## config.mk

```make
export PLATFORM = sky130hd
export DESIGN_NAME = scr1_pipe_ialu
export DESIGN_NICKNAME = d
export VERILOG_FILES = /design/src/rtl/scr1_riscv_isa_decoding_pkg.sv /design/src/rtl/scr1_ialu_div.sv /design/src/rtl/scr1_pipe_ialu.sv
export SDC_FILE = /design/constraint.sdc
export NUM_CORES = 1
export LEC_CHECK = 0
export CAP_MARGIN = 20
export CORE_MARGIN = 4
export CORE_UTILIZATION = 50
export DETAILED_ROUTE_END_ITERATION = 6
export PLACE_DENSITY_LB_ADDON = 0.15
export SLEW_MARGIN = 10
export SYNTH_ARGS = -nofsm -noshare
export SYNTH_HDL_FRONTEND = slang
export SYNTH_SLANG_ARGS = --single-unit
```

## constraint.sdc

```tcl
create_clock -name vclk -period 7.8
set_input_delay 1.56 -clock vclk [all_inputs]
set_output_delay 1.56 -clock vclk [all_outputs]
set_load 0.02 [all_outputs]
```

## src/rtl/scr1_riscv_isa_decoding_pkg.sv

```systemverilog
// Shared IALU types: command encoding, SUB flags, divider FSM states and XLEN.
package scr1_riscv_isa_decoding_pkg;

  localparam int unsigned XLEN = 32;

  typedef enum logic [4:0] {
    SCR1_IALU_CMD_NONE    = 5'd0,
    SCR1_IALU_CMD_AND     = 5'd1,
    SCR1_IALU_CMD_OR      = 5'd2,
    SCR1_IALU_CMD_XOR     = 5'd3,
    SCR1_IALU_CMD_ADD     = 5'd4,
    SCR1_IALU_CMD_SUB     = 5'd5,
    SCR1_IALU_CMD_SUB_LT  = 5'd6,
    SCR1_IALU_CMD_SUB_LTU = 5'd7,
    SCR1_IALU_CMD_SUB_EQ  = 5'd8,
    SCR1_IALU_CMD_SUB_NE  = 5'd9,
    SCR1_IALU_CMD_SUB_GE  = 5'd10,
    SCR1_IALU_CMD_SUB_GEU = 5'd11,
    SCR1_IALU_CMD_SLL     = 5'd12,
    SCR1_IALU_CMD_SRL     = 5'd13,
    SCR1_IALU_CMD_SRA     = 5'd14,
    SCR1_IALU_CMD_MUL     = 5'd15,
    SCR1_IALU_CMD_MULH    = 5'd16,
    SCR1_IALU_CMD_MULHSU  = 5'd17,
    SCR1_IALU_CMD_MULHU   = 5'd18,
    SCR1_IALU_CMD_DIV     = 5'd19,
    SCR1_IALU_CMD_DIVU    = 5'd20,
    SCR1_IALU_CMD_REM     = 5'd21,
    SCR1_IALU_CMD_REMU    = 5'd22
  } type_scr1_ialu_cmd_sel_e;

  typedef struct packed {
    logic z;
    logic s;
    logic o;
    logic c;
  } type_scr1_ialu_flags_s;

  typedef enum logic {
    SCR1_DIV_FSM_IDLE = 1'b0,
    SCR1_DIV_FSM_DIV  = 1'b1
  } type_scr1_div_fsm_e;

endpackage

```

## src/rtl/scr1_ialu_div.sv

```systemverilog
// Iterative restoring divider: one quotient bit per cycle on operand magnitudes,
// signs corrected on the final combinational step.
module scr1_ialu_div
  import scr1_riscv_isa_decoding_pkg::*;
(
  input  logic            clk,
  input  logic            rst_n,
  input  logic            req,
  input  logic            sgn,
  input  logic            rem_sel,
  input  logic [XLEN-1:0] op1,
  input  logic [XLEN-1:0] op2,
  output logic            rdy,
  output logic [XLEN-1:0] res
);

  type_scr1_div_fsm_e state;
  logic [4:0]         cnt;
  logic [XLEN-1:0]    prem;
  logic [XLEN-1:0]    quo;

  logic            dvd_neg;
  logic            dvs_neg;
  logic [XLEN-1:0] dvd_mag;
  logic [XLEN-1:0] dvs_mag;
  logic [XLEN:0]   trial;
  logic            qbit;
  logic [XLEN-1:0] prem_nxt;
  logic [XLEN-1:0] quo_nxt;
  logic [XLEN-1:0] quo_fix;
  logic [XLEN-1:0] rem_fix;

  assign dvd_neg = sgn & op1[XLEN-1];
  assign dvs_neg = sgn & op2[XLEN-1];
  assign dvd_mag = dvd_neg ? (~op1 + 32'd1) : op1;
  assign dvs_mag = dvs_neg ? (~op2 + 32'd1) : op2;

  // Trial subtraction of the divisor from the shifted partial remainder
  assign trial    = {prem, quo[XLEN-1]} - {1'b0, dvs_mag};
  assign qbit     = ~trial[XLEN];
  assign prem_nxt = qbit ? trial[XLEN-1:0] : {prem[XLEN-2:0], quo[XLEN-1]};
  assign quo_nxt  = {quo[XLEN-2:0], qbit};

  assign quo_fix = (op2 == '0)           ? '1 :
                   (dvd_neg ^ dvs_neg)   ? (~quo_nxt + 32'd1) : quo_nxt;
  assign rem_fix = dvd_neg ? (~prem_nxt + 32'd1) : prem_nxt;

  assign rdy = req & (state == SCR1_DIV_FSM_DIV) & (cnt == 5'd0);
  assign res = rem_sel ? rem_fix : quo_fix;

  always_ff @(posedge clk or negedge rst_n) begin
    if (!rst_n) begin
      state <= SCR1_DIV_FSM_IDLE;
      cnt   <= 5'd0;
      prem  <= '0;
      quo   <= '0;
    end else begin
      case (state)
        SCR1_DIV_FSM_IDLE: begin
          if (req) begin
            state <= SCR1_DIV_FSM_DIV;
            cnt   <= 5'd31;
            prem  <= '0;
            quo   <= dvd_mag;
          end
        end
        SCR1_DIV_FSM_DIV: begin
          // Abort on dropped request; the final bit lives only on the rdy cycle
          if (!req || (cnt == 5'd0)) begin
            state <= SCR1_DIV_FSM_IDLE;
          end else begin
            cnt  <= cnt - 5'd1;
            prem <= prem_nxt;
            quo  <= quo_nxt;
          end
        end
        default: state <= SCR1_DIV_FSM_IDLE;
      endcase
    end
  end

endmodule

```

## src/rtl/scr1_pipe_ialu.sv

```systemverilog
// Integer ALU: logic/arith/compare/shift, address adder and optional MUL/DIV.
// Optional RV32M support is enabled by defining SCR1_IALU_RVM_EN.
module scr1_pipe_ialu
  import scr1_riscv_isa_decoding_pkg::*;
(
  input  logic                    clk,
  input  logic                    rst_n,
  input  logic                    exu2ialu_rvm_cmd_vd_i,
  output logic                    ialu2exu_rvm_res_rdy_o,
  input  logic [XLEN-1:0]         exu2ialu_main_op1_i,
  input  logic [XLEN-1:0]         exu2ialu_main_op2_i,
  input  type_scr1_ialu_cmd_sel_e exu2ialu_cmd_i,
  output logic [XLEN-1:0]         ialu2exu_main_res_o,
  output logic                    ialu2exu_cmp_res_o,
  input  logic [XLEN-1:0]         exu2ialu_addr_op1_i,
  input  logic [XLEN-1:0]         exu2ialu_addr_op2_i,
  output logic [XLEN-1:0]         ialu2exu_addr_res_o
);

  logic [XLEN-1:0]       op1;
  logic [XLEN-1:0]       op2;
  logic [XLEN:0]         sub_full;
  logic [XLEN-1:0]       sub_res;
  type_scr1_ialu_flags_s flags;
  logic [4:0]            shamt;
  logic [XLEN-1:0]       sra_res;

  assign op1 = exu2ialu_main_op1_i;
  assign op2 = exu2ialu_main_op2_i;

  assign ialu2exu_addr_res_o = exu2ialu_addr_op1_i + exu2ialu_addr_op2_i;

  // Single subtractor feeds SUB and every comparison; bit XLEN is the borrow
  assign sub_full = {1'b0, op1} - {1'b0, op2};
  assign sub_res  = sub_full[XLEN-1:0];

  always_comb begin
    flags   = '0;
    flags.z = (sub_res == '0);
    flags.s = sub_res[XLEN-1];
    flags.o = (op1[XLEN-1] ^ op2[XLEN-1]) & (op1[XLEN-1] ^ sub_res[XLEN-1]);
    flags.c = sub_full[XLEN];
  end

  assign shamt   = op2[4:0];
  assign sra_res = 32'($signed(op1) >>> shamt);

`ifdef SCR1_IALU_RVM_EN
  logic            vd;
  logic [63:0]     mul_a;
  logic [63:0]     mul_b;
  logic [63:0]     mul_prod;
  logic            op1_sgn;
  logic            op2_sgn;
  logic            div_cmd;
  logic            div_sgn;
  logic            div_rem;
  logic            div_rdy;
  logic [XLEN-1:0] div_res;

  assign vd = exu2ialu_rvm_cmd_vd_i;

  // Sign-extended 64-bit operands make one unsigned multiplier serve all variants
  assign op1_sgn  = (exu2ialu_cmd_i == SCR1_IALU_CMD_MULH) | (exu2ialu_cmd_i == SCR1_IALU_CMD_MULHSU);
  assign op2_sgn  = (exu2ialu_cmd_i == SCR1_IALU_CMD_MULH);
  assign mul_a    = {{32{op1_sgn & op1[XLEN-1]}}, op1};
  assign mul_b    = {{32{op2_sgn & op2[XLEN-1]}}, op2};
  assign mul_prod = mul_a * mul_b;

  assign div_cmd = (exu2ialu_cmd_i == SCR1_IALU_CMD_DIV)  | (exu2ialu_cmd_i == SCR1_IALU_CMD_DIVU) |
                   (exu2ialu_cmd_i == SCR1_IALU_CMD_REM)  | (exu2ialu_cmd_i == SCR1_IALU_CMD_REMU);
  assign div_sgn = (exu2ialu_cmd_i == SCR1_IALU_CMD_DIV)  | (exu2ialu_cmd_i == SCR1_IALU_CMD_REM);
  assign div_rem = (exu2ialu_cmd_i == SCR1_IALU_CMD_REM)  | (exu2ialu_cmd_i == SCR1_IALU_CMD_REMU);

  scr1_ialu_div i_div (
    .clk     (clk),
    .rst_n   (rst_n),
    .req     (vd & div_cmd),
    .sgn     (div_sgn),
    .rem_sel (div_rem),
    .op1     (op1),
    .op2     (op2),
    .rdy     (div_rdy),
    .res     (div_res)
  );
`else
  logic unused_rvm;
  assign unused_rvm = ^{clk, rst_n, exu2ialu_rvm_cmd_vd_i};
`endif

  always_comb begin
    ialu2exu_main_res_o    = '0;
    ialu2exu_cmp_res_o     = 1'b0;
    ialu2exu_rvm_res_rdy_o = 1'b0;
    case (exu2ialu_cmd_i)
      SCR1_IALU_CMD_AND:     ialu2exu_main_res_o = op1 & op2;
      SCR1_IALU_CMD_OR:      ialu2exu_main_res_o = op1 | op2;
      SCR1_IALU_CMD_XOR:     ialu2exu_main_res_o = op1 ^ op2;
      SCR1_IALU_CMD_ADD:     ialu2exu_main_res_o = op1 + op2;
      SCR1_IALU_CMD_SUB:     ialu2exu_main_res_o = sub_res;
      SCR1_IALU_CMD_SUB_LT: begin
        ialu2exu_cmp_res_o  = flags.s ^ flags.o;
        ialu2exu_main_res_o = {31'b0, flags.s ^ flags.o};
      end
      SCR1_IALU_CMD_SUB_LTU: begin
        ialu2exu_cmp_res_o  = flags.c;
        ialu2exu_main_res_o = {31'b0, flags.c};
      end
      SCR1_IALU_CMD_SUB_EQ: begin
        ialu2exu_cmp_res_o  = flags.z;
        ialu2exu_main_res_o = sub_res;
      end
      SCR1_IALU_CMD_SUB_NE: begin
        ialu2exu_cmp_res_o  = ~flags.z;
        ialu2exu_main_res_o = sub_res;
      end
      SCR1_IALU_CMD_SUB_GE: begin
        ialu2exu_cmp_res_o  = ~(flags.s ^ flags.o);
        ialu2exu_main_res_o = sub_res;
      end
      SCR1_IALU_CMD_SUB_GEU: begin
        ialu2exu_cmp_res_o  = ~flags.c;
        ialu2exu_main_res_o = sub_res;
      end
      SCR1_IALU_CMD_SLL:     ialu2exu_main_res_o = op1 << shamt;
      SCR1_IALU_CMD_SRL:     ialu2exu_main_res_o = op1 >> shamt;
      SCR1_IALU_CMD_SRA:     ialu2exu_main_res_o = sra_res;
`ifdef SCR1_IALU_RVM_EN
      SCR1_IALU_CMD_MUL: begin
        ialu2exu_main_res_o    = mul_prod[31:0];
        ialu2exu_rvm_res_rdy_o = vd;
      end
      SCR1_IALU_CMD_MULH,
      SCR1_IALU_CMD_MULHSU,
      SCR1_IALU_CMD_MULHU: begin
        ialu2exu_main_res_o    = mul_prod[63:32];
        ialu2exu_rvm_res_rdy_o = vd;
      end
      SCR1_IALU_CMD_DIV,
      SCR1_IALU_CMD_DIVU,
      SCR1_IALU_CMD_REM,
      SCR1_IALU_CMD_REMU: begin
        ialu2exu_main_res_o    = div_res;
        ialu2exu_rvm_res_rdy_o = div_rdy;
      end
`endif
      default: begin
        ialu2exu_main_res_o    = '0;
        ialu2exu_cmp_res_o     = 1'b0;
        ialu2exu_rvm_res_rdy_o = 1'b0;
      end
    endcase
  end

endmodule

```

# == Word-level counts from Yosys, hierarchy flattened ==
# Cells that the tools add are included.
# word_totals
reg_bits,0
latch_bits,0
mem_bits_rw,0
mem_bits_ro,0
in_bits,136
out_inout_bits,66
n_memories,0
# op_classes
add_sub_neg,3
multipliers,0
div,0
order_cmp,0
n_eq_ne,14
shifts,3
mux,2
n_bitwise,10
reduce_logical,2
# ops
cell,n
one-hot mux 32 bit (10 select lines),1
adder 32 bit,2
equality test 5 x 4 -> 1 bit (second input constant),7
subtractor 32 x 32 -> 33 bit,1
AND 32 bit,1
zero test 32 bit,1
bitwise OR 32 bit,1
left shift 32 x 5 -> 32 bit,1
>> shifter 32 x 5 -> 32 bit,1
>>> shifter 32 x 5 -> 32 bit,1
XOR 32 bit,1
equality test 5 x 3 -> 1 bit (second input constant),4
equality test 5 x 2 -> 1 bit (second input constant),2
one-hot mux 1 bit (6 select lines),1
equality test 5 x 1 -> 1 bit (second input constant),1
OR reduction 5 bit,1
inverter 1 bit,3
XOR 1 bit,3
AND 1 bit,1

# == Logic depth before layout (Yosys ltp) ==
# Gate-level depths: netlist (run 1).
# logic_depth
ltp_word,6
depth_mapped,28
ltp_nobuf,24

# == Worst setup path after synthesis (run 1) ==
# No wires, ideal clock.
# synth_timing
path_type,input port to output port
start,in exu2ialu_main_op2_i[2]
end,out ialu2exu_cmp_res_o
arrival_ps,6736
path_slack_ps,-496
stages,27
path_buffers,3
path_cell_list,inv_1 -> buf_2 -> buf_1 -> buf_1 -> ha_1 -> nand2b_1 -> o311ai_1 -> a21boi_1 -> nand3_1 -> nand3_2 -> a2111oi_1 -> nor2_1 -> a21oi_1 -> nor2_1 -> nor2_1 -> fa_1 -> nand2b_1 -> nor4_1 -> mux2_2 -> nand2_1 -> nor4b_1 -> nand4_1 -> nor4_1 -> nand4_1 -> nor4_2 -> mux2i_1 -> o21ai_2
# synth_between
elab_chain_cells,6
elab_cells_between_ends,9
# synth_lines
item,line_no,text
from (decl),scr1_pipe_ialu.sv:11,"input logic [XLEN-1:0] exu2ialu_main_op2_i,"
subtractor 32 x 32 -> 33 bit *,scr1_pipe_ialu.sv:34,"assign sub_full = {1'b0, op1} - {1'b0, op2};"
XOR 1 bit,scr1_pipe_ialu.sv:41,flags.o = (op1[XLEN-1] ^ op2[XLEN-1]) & (op1[XLEN-1] ^ sub_res[XLEN-1]);
AND 1 bit,scr1_pipe_ialu.sv:41,
XOR 1 bit,"scr1_pipe_ialu.sv:102, scr1_pipe_ialu.sv:118",
inverter 1 bit,scr1_pipe_ialu.sv:118,ialu2exu_cmp_res_o = ~(flags.s ^ flags.o);
one-hot mux 1 bit (6 select lines) *,scr1_pipe_ialu.sv:95,case (exu2ialu_cmd_i)
to (decl),scr1_pipe_ialu.sv:14,"output logic ialu2exu_cmp_res_o,"
# Mark *: on every way between the ends. The rest lies on a longest branch, timed or not.

# == Worst setup path after layout (run 1) ==
# layout_timing
start,in exu2ialu_main_op2_i[11]
end,out ialu2exu_cmp_res_o
# Same word-level chain as after synthesis.

==> results of run 1 <==
## cell families (layout without fill, tap and decap cells)
group           after synthesis  in the layout  synth area share
compound gates              580            580             0.359
other cells                   1              1          0.000361
simple gates                494            494             0.223
buf+inv                     216            550            0.0813
fa+ha+maj                   132            132             0.162
mux                         119            119             0.131
xor+xnor                     51             51            0.0430
## layer usage
layer	global-route usage	vias to the layer above
met2	0.610	1114
li1	-	6528
met3	0.0528	277
met4	0.293	0
met1	0.483	6550
met5	0	-
## timing repair
action | in CTS | in global routing
pin swaps | 44 | 48
endpoints found under the setup margin | 1 | 2
resized for setup | 233 | 141
setup buffers | 22 | 22
## stage by stage
stage               area, um2   util
floorplan               10400      -
global placement        13800  0.677
detailed placement      13800  0.677
CTS                     14600  0.716
global route            14900  0.733
finish                  14900  0.733
## cell usage in the layout (no fill, tap or decap), types with 14 or more instances in the layout
cell type	count
sky130_fd_sc_hd__inv_1	53
sky130_fd_sc_hd__xnor2_1	42
sky130_fd_sc_hd__mux2_2	29
sky130_fd_sc_hd__mux2i_1	78
sky130_fd_sc_hd__nor3_1	27
sky130_fd_sc_hd__o211ai_1	22
sky130_fd_sc_hd__nand2_1	119
sky130_fd_sc_hd__a221oi_1	15
sky130_fd_sc_hd__ha_1	86
sky130_fd_sc_hd__inv_2	47
sky130_fd_sc_hd__nor2b_1	16
sky130_fd_sc_hd__a211o_1	14
sky130_fd_sc_hd__ha_4	34
sky130_fd_sc_hd__a21o_1	32
sky130_fd_sc_hd__a21oi_1	156
sky130_fd_sc_hd__buf_4	233
sky130_fd_sc_hd__nor2_1	169
sky130_fd_sc_hd__clkdlybuf4s50_1	142
sky130_fd_sc_hd__a211oi_1	26
sky130_fd_sc_hd__nand2b_1	33
sky130_fd_sc_hd__o22ai_1	18
sky130_fd_sc_hd__clkbuf_2	18
sky130_fd_sc_hd__buf_6	17
sky130_fd_sc_hd__o21ai_0	152
sky130_fd_sc_hd__nand3_1	31
## report_power, final
part	switching [mW]	internal [mW]	total [mW]
Clock	0	0	0
Sequential	0	0	0
Combinational	0.730	0.582	1.31
## worst min-delay path, stage by stage
cell                       delay (ps)
sky130_fd_sc_hd__buf_2            180
sky130_fd_sc_hd__nand2b_1         140
sky130_fd_sc_hd__o21ai_2           70
sky130_fd_sc_hd__buf_6            120
## synth_stat cells (all sizes together), types with 5 or more instances
cell | number | area (um2)
nor2 | 176 | 661
a21oi | 161 | 817
o21ai | 158 | 795
ha | 128 | 1600
nand2 | 121 | 454
inv | 107 | 402
mux2i | 78 | 781
clkbuf | 70 | 263
xnor2 | 42 | 368
buf | 38 | 178
nand2b | 37 | 231
nand3 | 34 | 175
a21o | 32 | 240
mux2 | 30 | 338
nor3 | 30 | 150
a211oi | 26 | 195
o211ai | 22 | 165
o22ai | 19 | 125
nor2b | 18 | 113
nor4 | 18 | 119
a221oi | 17 | 155
a211o | 14 | 123
o21a | 13 | 97.6
nand4 | 12 | 75.1
a22oi | 11 | 82.6
a31oi | 11 | 68.8
mux4 | 11 | 248
o21bai | 11 | 82.6
o221ai | 11 | 96.3
o31ai | 11 | 87.6
and3 | 10 | 62.6
or3 | 10 | 62.6
o31a | 9 | 78.8
xor2 | 9 | 78.8
or2 | 6 | 37.5
a2111oi | 5 | 70.1
a221o | 5 | 50.1
nand3b | 5 | 37.5
nor4b | 5 | 43.8
o2111ai | 5 | 43.8
o311ai | 5 | 43.8
## area by class of cell
type,instances,area (um2)
Multi-Input combinational cell,1377,10400
Fill cell,1729,5440
Timing Repair Buffer,442,3750
Inverter,108,428
Tap cell,270,338
## worst max path at each step
stage	start	to	slack [ps]	cells after the start
after floorplan	exu2ialu_main_op2_i[1]	ialu2exu_cmp_res_o	20	27
after global placement	exu2ialu_main_op1_i[12]	ialu2exu_cmp_res_o	-1080	26
after detailed placement	exu2ialu_main_op1_i[12]	ialu2exu_cmp_res_o	-1120	26
after CTS	exu2ialu_main_op1_i[14]	ialu2exu_cmp_res_o	5	25
after global routing	exu2ialu_main_op2_i[12]	ialu2exu_cmp_res_o	-310	26
final	exu2ialu_main_op2_i[11]	ialu2exu_cmp_res_o	-130	25
==> results.txt, run 1 <==
----------------------------------------------------
[Route]
  Total Wirelength ... 49,400 um
  Number of nets still failing antenna checks after routing ... 0
  Residual DRC ... 3
  Highest metal layer with signal wires ... met4
  Met1 routed wirelength after detailed routing ... 18,400 um
  Vias after detailed routing ... 14,469
  Average wire per cell in the routed design ... 22.5 um
  Sum of met2 wire segment lengths after detailed routing ... 21,000 um
  Drt via density ... 6.59
  TritonRoute pass-1 iters ... 7
  First DRT Iteration DRCs ... 1,918
  Met3 wire len ... 4950 um

[Timing]
  Post-layout min period ... 7930 ps
  Worst relative slew slack ... 0.433
  Worst-case hold slack ... 3640 ps
  Least-Margin Pin Slew ... 843 ps
  Final worst-path cycle share ... 1.02
  Max Transition Viols Final ... 0
  Timing-limited maximum frequency ... 126 MHz
  Setup repair after global routing missed its margin ... true
  Setup Total Neg Slack ... -130 ps
  Hold Violations, Final ... 0
  Setup-violating endpoint count in the final report ... 1
  Setup slack after layout ... -130 ps

[Cells and area]
  Ratio of cells with drive above 1 in the final layout ... 0.252
  FFs & Latches ... 0
  P&R area growth vs syn ... 43.6%
  Clock buffer instance count of the final layout ... 0
  Count of antenna diodes in the layout ... 0
  Final-stage net count ... 2,197
  Count of placed standard cells in the final layout, fillers left out ... 2,197
  Storage element area ... 0 um2

[Die]
  Core outline area ... 20,400 um2
  Die width ... 152 um
  Area of the die ... 23,200 um2
  Io pins ... 202
  Number of placement rows ... 52
  Effective utilization at floorplan ... 0.511
  Die Span Y ... 152 um

[Status]
  Status ... finished, violations left
  Violated checks ... design-rule violations, negative setup slack

[Place]
  Count of placed standard cells including taps ... 2,154
  Detailed placement HPWL ... 37,600 um
  Setup Slack @ Placement ... -1120 ps
  Quantity of I/O buffers inserted on ports ... 198
  Global placer's final weighted congestion ... 1.07

[Run]
  Max Cap Viol ... 0

[Power]
  Peak VDD IR ... 59.2 uV
  Total Power Consumption ... 1.31 mW
  Leakage power ... 6.50 nW
  Power density cells ... 87.9 nW/um2

[Yosys]
  Synthesized net count ... 1,861
  Mean instance size in the synthesized netlist ... 6.53 um2
  Syn Std Cell Area ... 10,400 um2
  Ys Warns ... 0
  Sequential-to-total area share from yosys stat ... 0
  Number of distinct library cell variants in the gate-level netlist after synthesis ... 87
  Gate Count Post-Synth ... 1,593

[GRT]
  Total grt overflow ... 0
  Global router's overall resource usage ... 0.389
  Initial antenna violation count ... 0
  Maximum number of pins on one net before global-route repair ... 99
  Global-route wire length before repair ... 74,900 um
  Number of global-route vias before repair ... 13,654

[Worst setup path]
  Endpoint kind of the worst setup timing path ... output pin
  Type of the worst setup path ... in2out
  Largest incremental delay on the critical path ... 360 ps
  Critical path startpoint category ... input port
  Crit path DAT ... 6370 ps
  Dominant delay contributor by cell family on the critical path ... simple AND/OR/NAND/NOR gates
  Library cell contributing the largest single delay on the critical path ... sky130_fd_sc_hd__a2111oi_4
  Count of buffer and inverter cells on the critical path ... 3
  Data required time at the worst endpoint ... 6240 ps
  Maximum fanout count along the critical path ... 3

[Min path]
  Worst Hold Path Cells ... 4
  Worst hold path endpoint ... ialu2exu_cmp_res_o
  Worst hold path startpoint ... exu2ialu_cmd_i[1]
  Worst min-delay path class ... in2out

[Clock tree]
  Cts-stage hold buffer count ... 0

----------------------------------------------------
Power figures use the tool's default switching activity.
==> run 2, diff against run 1 <==
SKIP_LAST_GASP = 1   (was default)
==> results of run 2 <==
Same layout as run 1: the final DEF is identical, and so are final timing and power.
==> run 3, diff against run 2 <==
ABC_AREA = 1   (was default)
CORE_UTILIZATION = 51   (was 50)
==> run 3 against run 2 <==
  * The flow finishes with violations (design-rule violations)
  * Utilization shrank 7.3 points
  * Synthesized area up 7.6%
  * First-iteration DRC count is 48% higher
  * Die area rose by 5.2%
  * Critical path type unchanged
==> results.txt, run 3 <==
----------------------------------------------------
[Place]
  Placed standard-cell area ... 14,000 um2 (+1.7%)
  Setup Slack @ Placement ... -135 ps (+989 ps)
  Global placer's final weighted congestion ... 1.10 (+2.8%)
  Count of placed standard cells including taps ... 2,635 (+22%)
  Quantity of I/O buffers inserted on ports ... 198 (unchanged)
  Detailed placement HPWL ... 46,100 um (+23%)

[Power]
  Clock group share of total power ... 0 (unchanged)
  Power density cells ... 83.8 nW/um2 (-4.6%)
  Fraction of power spent switching nets ... 0.621 (+0.0647)
  Peak VDD IR ... 68.1 uV (+15%)
  Part of the power in combinational logic ... 1.000 (about the same)
  P_int ... 446 uW (-23%)
  Reg power frac ... 0 (unchanged)
  Leakage power ... 7.06 nW (+8.5%)
  Power spent charging and discharging nets ... 732 uW (+0.21%)

[Cells and area]
  Ratio of cells with drive above 1 in the final layout ... 0.103 (-0.149)
  Final design utilization ... 0.660 (-0.0731)
  P&R area growth vs syn ... 25.6%
  Storage element area ... 0 um2 (unchanged)
  Fin area ... 14,000 um2 (-5.9%)
  Clock buffer instance count of the final layout ... 0 (unchanged)
  Highest-count cells in the layout ignoring fill and taps ... sky130_fd_sc_hd__nand2_1 (624), sky130_fd_sc_hd__inv_1 (256), sky130_fd_sc_hd__clkdlybuf4s50_1 (194), sky130_fd_sc_hd__a21oi_1 (170), sky130_fd_sc_hd__o21ai_0 (162)
  Final-stage net count ... 2,630 (+20%)
  FFs & Latches ... 0 (unchanged)
  Count of placed standard cells in the final layout, fillers left out ... 2,635 (+20%)
  Layout fillers ... 2,143 (+24%)
  Leading cell type in the layout, fill and taps excluded ... sky130_fd_sc_hd__nand2_1
  Count of antenna diodes in the layout ... 0 (unchanged)

[GRT]
  Initial antenna violation count ... 0 (unchanged)
  Maximum number of pins on one net before global-route repair ... 73 (-26%)
  Global router's overall resource usage ... 0.429 (+0.0400)
  Total grt overflow ... 0 (unchanged)
  Number of global-route vias before repair ... 14,852 (+8.8%)
  Global-route wire length before repair ... 82,200 um (+9.8%)

[Timing]
  Least-Margin Pin Slew ... 804 ps (-39.6 ps)
  Max Transition Viols Final ... 0 (unchanged)
  Post-layout min period ... 7570 ps (-358 ps)
  Hold Violations, Final ... 0 (unchanged)
  Setup-violating endpoint count in the final report ... 0 (-1)
  Timing-limited maximum frequency ... 132 MHz (+4.7%)
  Final worst-path cycle share ... 0.971 (-0.0459)
  Setup repair after global routing missed its margin ... false
  Setup slack after layout ... 228 ps (+358 ps)
  Worst relative slew slack ... 0.460 (+0.0271)
  Worst-case hold slack ... 4300 ps (+659 ps)

[Worst setup path]
  Maximum fanout count along the critical path ... 4 (+1)
  Dominant cell type by count on the critical path ... sky130_fd_sc_hd__nand2_1
  Type of the worst setup path ... in2out
  Critical path startpoint category ... input port
  Library cell contributing the largest single delay on the critical path ... sky130_fd_sc_hd__fa_2
  Crit path DAT ... 6010 ps (-360 ps)
  Largest incremental delay on the critical path ... 620 ps (+260 ps)
  Endpoint kind of the worst setup timing path ... output pin
  Data required time at the worst endpoint ... 6240 ps (about the same)

[Yosys]
  Most instantiated cells after synthesis ... sky130_fd_sc_hd__nand2_1 (625), sky130_fd_sc_hd__inv_1 (256), sky130_fd_sc_hd__a21oi_1 (170)
  Sequential-to-total area share from yosys stat ... 0 (unchanged)
  Synthesized net count ... 2,383 (+28%)
  Mean instance size in the synthesized netlist ... 5.29 um2 (-19%)
  Synth top area cells ... sky130_fd_sc_hd__nand2_1 (21%), sky130_fd_sc_hd__ha_1 (14%), sky130_fd_sc_hd__inv_1 (8.6%)
  Most repeated cell in the gate-level netlist after synthesis ... sky130_fd_sc_hd__nand2_1
  Gate Count Post-Synth ... 2,115 (+33%)
  Share of Yosys cell area claimed by the top area cell type ... 0.210 (+0.0557)
  Ys Warns ... 0 (unchanged)
  Number of distinct library cell variants in the gate-level netlist after synthesis ... 61 (-30%)
  Syn Std Cell Area ... 11,200 um2 (+7.6%)
  Post-synth top area cell ... sky130_fd_sc_hd__nand2_1

[Route]
  Drt via density ... 6.16 (-6.5%)
  TritonRoute pass-1 iters ... 7 (unchanged)
  Residual DRC ... 29 (+26)
  Total Wirelength ... 55,300 um (+12%)
  Number of nets still failing antenna checks after routing ... 0 (unchanged)
  Average wire per cell in the routed design ... 21.0 um (-6.7%)
  First DRT Iteration DRCs ... 2,838 (+48%)
  Vias after detailed routing ... 16,222 (+12%)

[Die]
  Core outline area ... 21,300 um2 (+4.5%)
  Io pins ... 202 (unchanged)
  Effective utilization at floorplan ... 0.525 (+0.0149)
  Area of the die ... 24,400 um2 (+5.2%)
  Number of placement rows ... 53 (+1.9%)
  Die width ... 156 um (+2.6%)
  Die Span Y ... 156 um (+2.6%)

[Min path]
  Worst min-delay path class ... in2out

[Run]
  Max Cap Viol ... 0 (unchanged)

[Status]
  Violated checks ... design-rule violations
  Status ... finished, violations left

[Clock tree]
  Cts-stage hold buffer count ... 0 (unchanged)
  Buffers inserted by post-CTS timing repair ... 0 (-100%)

----------------------------------------------------
==> run 3: cell types whose count changed after synthesis, sizes merged, moves of 37 or more <==
cell | before | now
nand2 | 121 | 637
inv | 107 | 281
nand3 | 34 | 125
mux2i | 78 | 13
o21ai | 158 | 216
clkbuf | 70 | 26
nand2b | 37 | 0
==> run 3: area by class of cell <==
cell class	instances	area (um2)	area share
Tap cell	275	344	0.0245
Multi-Input combinational cell	1739	9630	0.686
Inverter	285	1070	0.0761
Timing Repair Buffer	336	3000	0.214
==> run 3: worst paths after layout <==
kind	from	endpoint	slack (ps)	cells after the start
setup / recovery	exu2ialu_main_op1_i[18]	ialu2exu_cmp_res_o	230	26
hold / removal	exu2ialu_addr_op2_i[0]	ialu2exu_addr_res_o[0]	4300	3
==> run 3: cells by family after synthesis <==
family                   synth area share
AND/OR/NAND/NOR                     0.387
AO/OA/AOI/OAI                       0.282
buffers and inverters               0.141
adder cells (fa/ha/maj)             0.150
XOR/XNOR                           0.0274
multiplexers                       0.0116
other                            0.000335
==> run 3: metal layers <==
metal  track usage  share of wire  up-vias
li1              -              -     7504
met3         0.121           0.15      214
met1         0.578           0.38     7293
met2         0.650           0.42     1211
met4         0.159          0.048        0
met5             0              0        -
==> run 3: what timing repair did <==
item                                    CTS  global route
cloned                                    0             0
resized for setup                         3             8
hold endpoints to repair                  0             0
endpoints found under the setup margin    1             1
==> run 3: critical path: cells and delay by family <==
kind	cells	cell delay, ps
AND/OR/NAND/NOR	19	2280
AO/OA/AOI/OAI	1	80
adder cells (fa/ha/maj)	2	1030
buffers and inverters	4	1050
==> run 3: power by group through the flow <==
stage          clock (mW)  combinational [mW]  sequential [mW]
2_1_floorplan           0               0.659                0
3_3_place_gp            0                1.11                0
3_5_place_dp            0                1.13                0
4_1_cts                 0                1.13                0
5_1_grt                 0                1.25                0
6_report                0                1.18                0
==> run 3: stage by stage <==
step,total power [mW],TNS [ps]
detailed placement,1.13,-135
CTS,1.13,0
floorplan,0.659,0
global placement,1.11,-73.1
global route,1.25,0
finish,1.18,0
==> variant: new RTL, config.mk and constraints of run 2 <==
Remove the case item `SCR1_IALU_CMD_SLL` of the case on `exu2ialu_cmd_i`.
--- a/src/rtl/scr1_pipe_ialu.sv
+++ b/src/rtl/scr1_pipe_ialu.sv
@@ -124,3 +124,2 @@
       end
-      SCR1_IALU_CMD_SLL:     ialu2exu_main_res_o = op1 << shamt;
       SCR1_IALU_CMD_SRL:     ialu2exu_main_res_o = op1 >> shamt;
Formal check against the unedited RTL: not equivalent (Yosys sat finds a counterexample).
==> variant against run 2 <==
  * Combinational power is 12% lower
  * Final area decreased by 12%
  * Total power down 13%
  * Critical path type unchanged
  * Worst setup slack worse by 0.41 ns
  * Synthesized area shrank 12%
  * Wire length decreased by 19%
  * Non-clock buffer count is 16 lower
  * The run ends with setup timing left
==> variant: results (changes against run 2) <==
| Metric | Value |
|---|---|
| Post-Place Worst Slack | -1.53 ns (-0.407 ns) |
| Worst Path Max Fanout | 2 (-1) |
| Synth top area cells | ha_1 (17%), a21oi_1 (6.6%), nand2_1 (5.3%), nor2_1 (5.1%), mux4_2 (4.9%) |
| VDD IR max | 0.0677 mV (+14%) |
| Status | complete, but fails checks |
| Synth top cells by count | nand2_1 (128), ha_1 (127), nor2_1 (124) |
| GRT Overall Usage | 37.0% (-1.9 points) |
| Port Buffers | 198 (unchanged) |
| Complex-gate fraction of the synthesized area | 35.0% (-0.96 points) |
| 1st-iter DRT viols | 1743 (-9.1%) |
| Largest net degree at the start of global routing | 53 (-46%) |
| Leak Pwr | 5.83 nW (-10%) |
| Final setup fails | 1 (unchanged) |
| Post-Synth Adder-Cell Area | 18.3% (+2.1 points) |
| Failing checks | setup timing |
| Setup TNS | -0.544 ns (-0.414 ns) |
| Tightest hold margin | 4.13 ns (+0.490 ns) |
| Drt pass-1 iters | 7 (unchanged) |
| GPL Wtd Cong | 1.04 (-3.1%) |
| Slack of the critical path | -0.544 ns (-0.414 ns) |
| Final nets | 1952 (-11%) |
| DR vias/cell | 6.47 (-1.8%) |
| WP data arrival | 6.78 ns (+0.41 ns) |
| Switch Pwr | 0.616 mW (-16%) |
| Share of cells above drive strength 1 | 23.2% (-1.9 points) |
| Routed WL | 39800 um (-19%) |
| DP HPWL | 32200 um (-14%) |
| Worst-margin pin slew | 0.865 ns (+0.0214 ns) |
| Initial antenna violation count | 1 (+1) |
| Post-synthesis mux area share | 11.6% (-1.5 points) |
| Final sequential cell count | 0 (unchanged) |
| Hold Path Origin | exu2ialu_cmd_i[1] |
| Worst hold path depth | 5 (+1) |
| Syn Nets | 1607 (-14%) |
| Synth Area in XOR/XNOR | 4.32% (+0.024 points) |
| First-pass GRT wire length | 61600 um (-18%) |
| Cell variety after synth | 90 (+3.4%) |
[variant: worst max path at each step]
stage	start	endpoint	slack, ns	cells past startpoint
after floorplan	exu2ialu_main_op2_i[3]	ialu2exu_cmp_res_o	0.02	25
after global placement	exu2ialu_main_op1_i[6]	ialu2exu_cmp_res_o	-1.37	26
after detailed placement	exu2ialu_main_op1_i[6]	ialu2exu_cmp_res_o	-1.53	26
after CTS	exu2ialu_main_op2_i[1]	ialu2exu_cmp_res_o	-0.49	26
after global routing	exu2ialu_main_op2_i[1]	ialu2exu_cmp_res_o	-0.62	26
final	exu2ialu_main_op2_i[1]	ialu2exu_cmp_res_o	-0.54	26
[variant: area by class of cell]
cell class	instances	area (sq um)
Fill cell	1528	4800
Inverter	110	453
Multi-Input combinational cell	1147	8750
Tap cell	229	287
Timing Repair Buffer	426	3670
[variant: logic make-up (layout without fill, tap and decap cells)]
family / count (synthesis) / count (layout)
xor+xnor: 45 / 45
simple gates: 423 / 423
other cells: 1 / 1
fa+ha+maj: 131 / 131
buf+inv: 193 / 536
compound gates: 470 / 470
mux: 77 / 77
[variant: repair_timing]
action	CTS	global route
pin swaps	31	28
gates resized for setup	149	41
endpoints found under the setup margin	2	4
hold buffers	0	0
setup buffers	13	6
[variant: worst max-delay path, cell delays in order]
cell and delay, ns:
buf_8 0.11, inv_6 0.05, ha_4 0.21, nor2_4 0.09
o311a_4 0.21, o2111a_2 0.26, o2111a_2 0.25, o2111ai_4 0.18
a2111oi_4 0.52, o2111ai_2 0.19, a21oi_1 0.18, nor2_1 0.06
nor2_1 0.10, nor2_1 0.06, fa_1 0.52, and4b_1 0.26
o2111a_1 0.23, o2111ai_2 0.09, nor4_1 0.22, and4b_1 0.22
and4b_1 0.21, nand4_1 0.16, nor4_4 0.39, mux2i_1 0.26
nand2_2 0.07, buf_6 0.14
[variant: per-layer routing]
| layer | vias up | GRT usage, % | share of wire [%] |
|---|---|---|---|
| li1 | 5705 | - | - |
| met1 | 5704 | 47.1 | 39 |
| met2 | 777 | 62.2 | 45 |
| met3 | 176 | 5.56 | 11 |
| met4 | 2 | 15.6 | 5.3 |
| met5 | - | 0 | 0.048 |
[variant: through the flow]
step | util [%] | instances | area (sq um)
detailed placement | 70.6 | 1893 | 12700
global route | 73.3 | 1912 | 13200
floorplan | - | 1340 | 9220
CTS | 72.5 | 1906 | 13000
global placement | 70.6 | 1893 | 12700
finish | 73.3 | 1912 | 13200
[variant: power groups by stage]
stage	Clock (mW)	Combinational, mW	Sequential (mW)
after global placement	0	1.06	0
after global routing	0	1.22	0
after CTS	0	1.11	0
final	0	1.15	0
after detailed placement	0	1.08	0
after floorplan	0	0.614	0
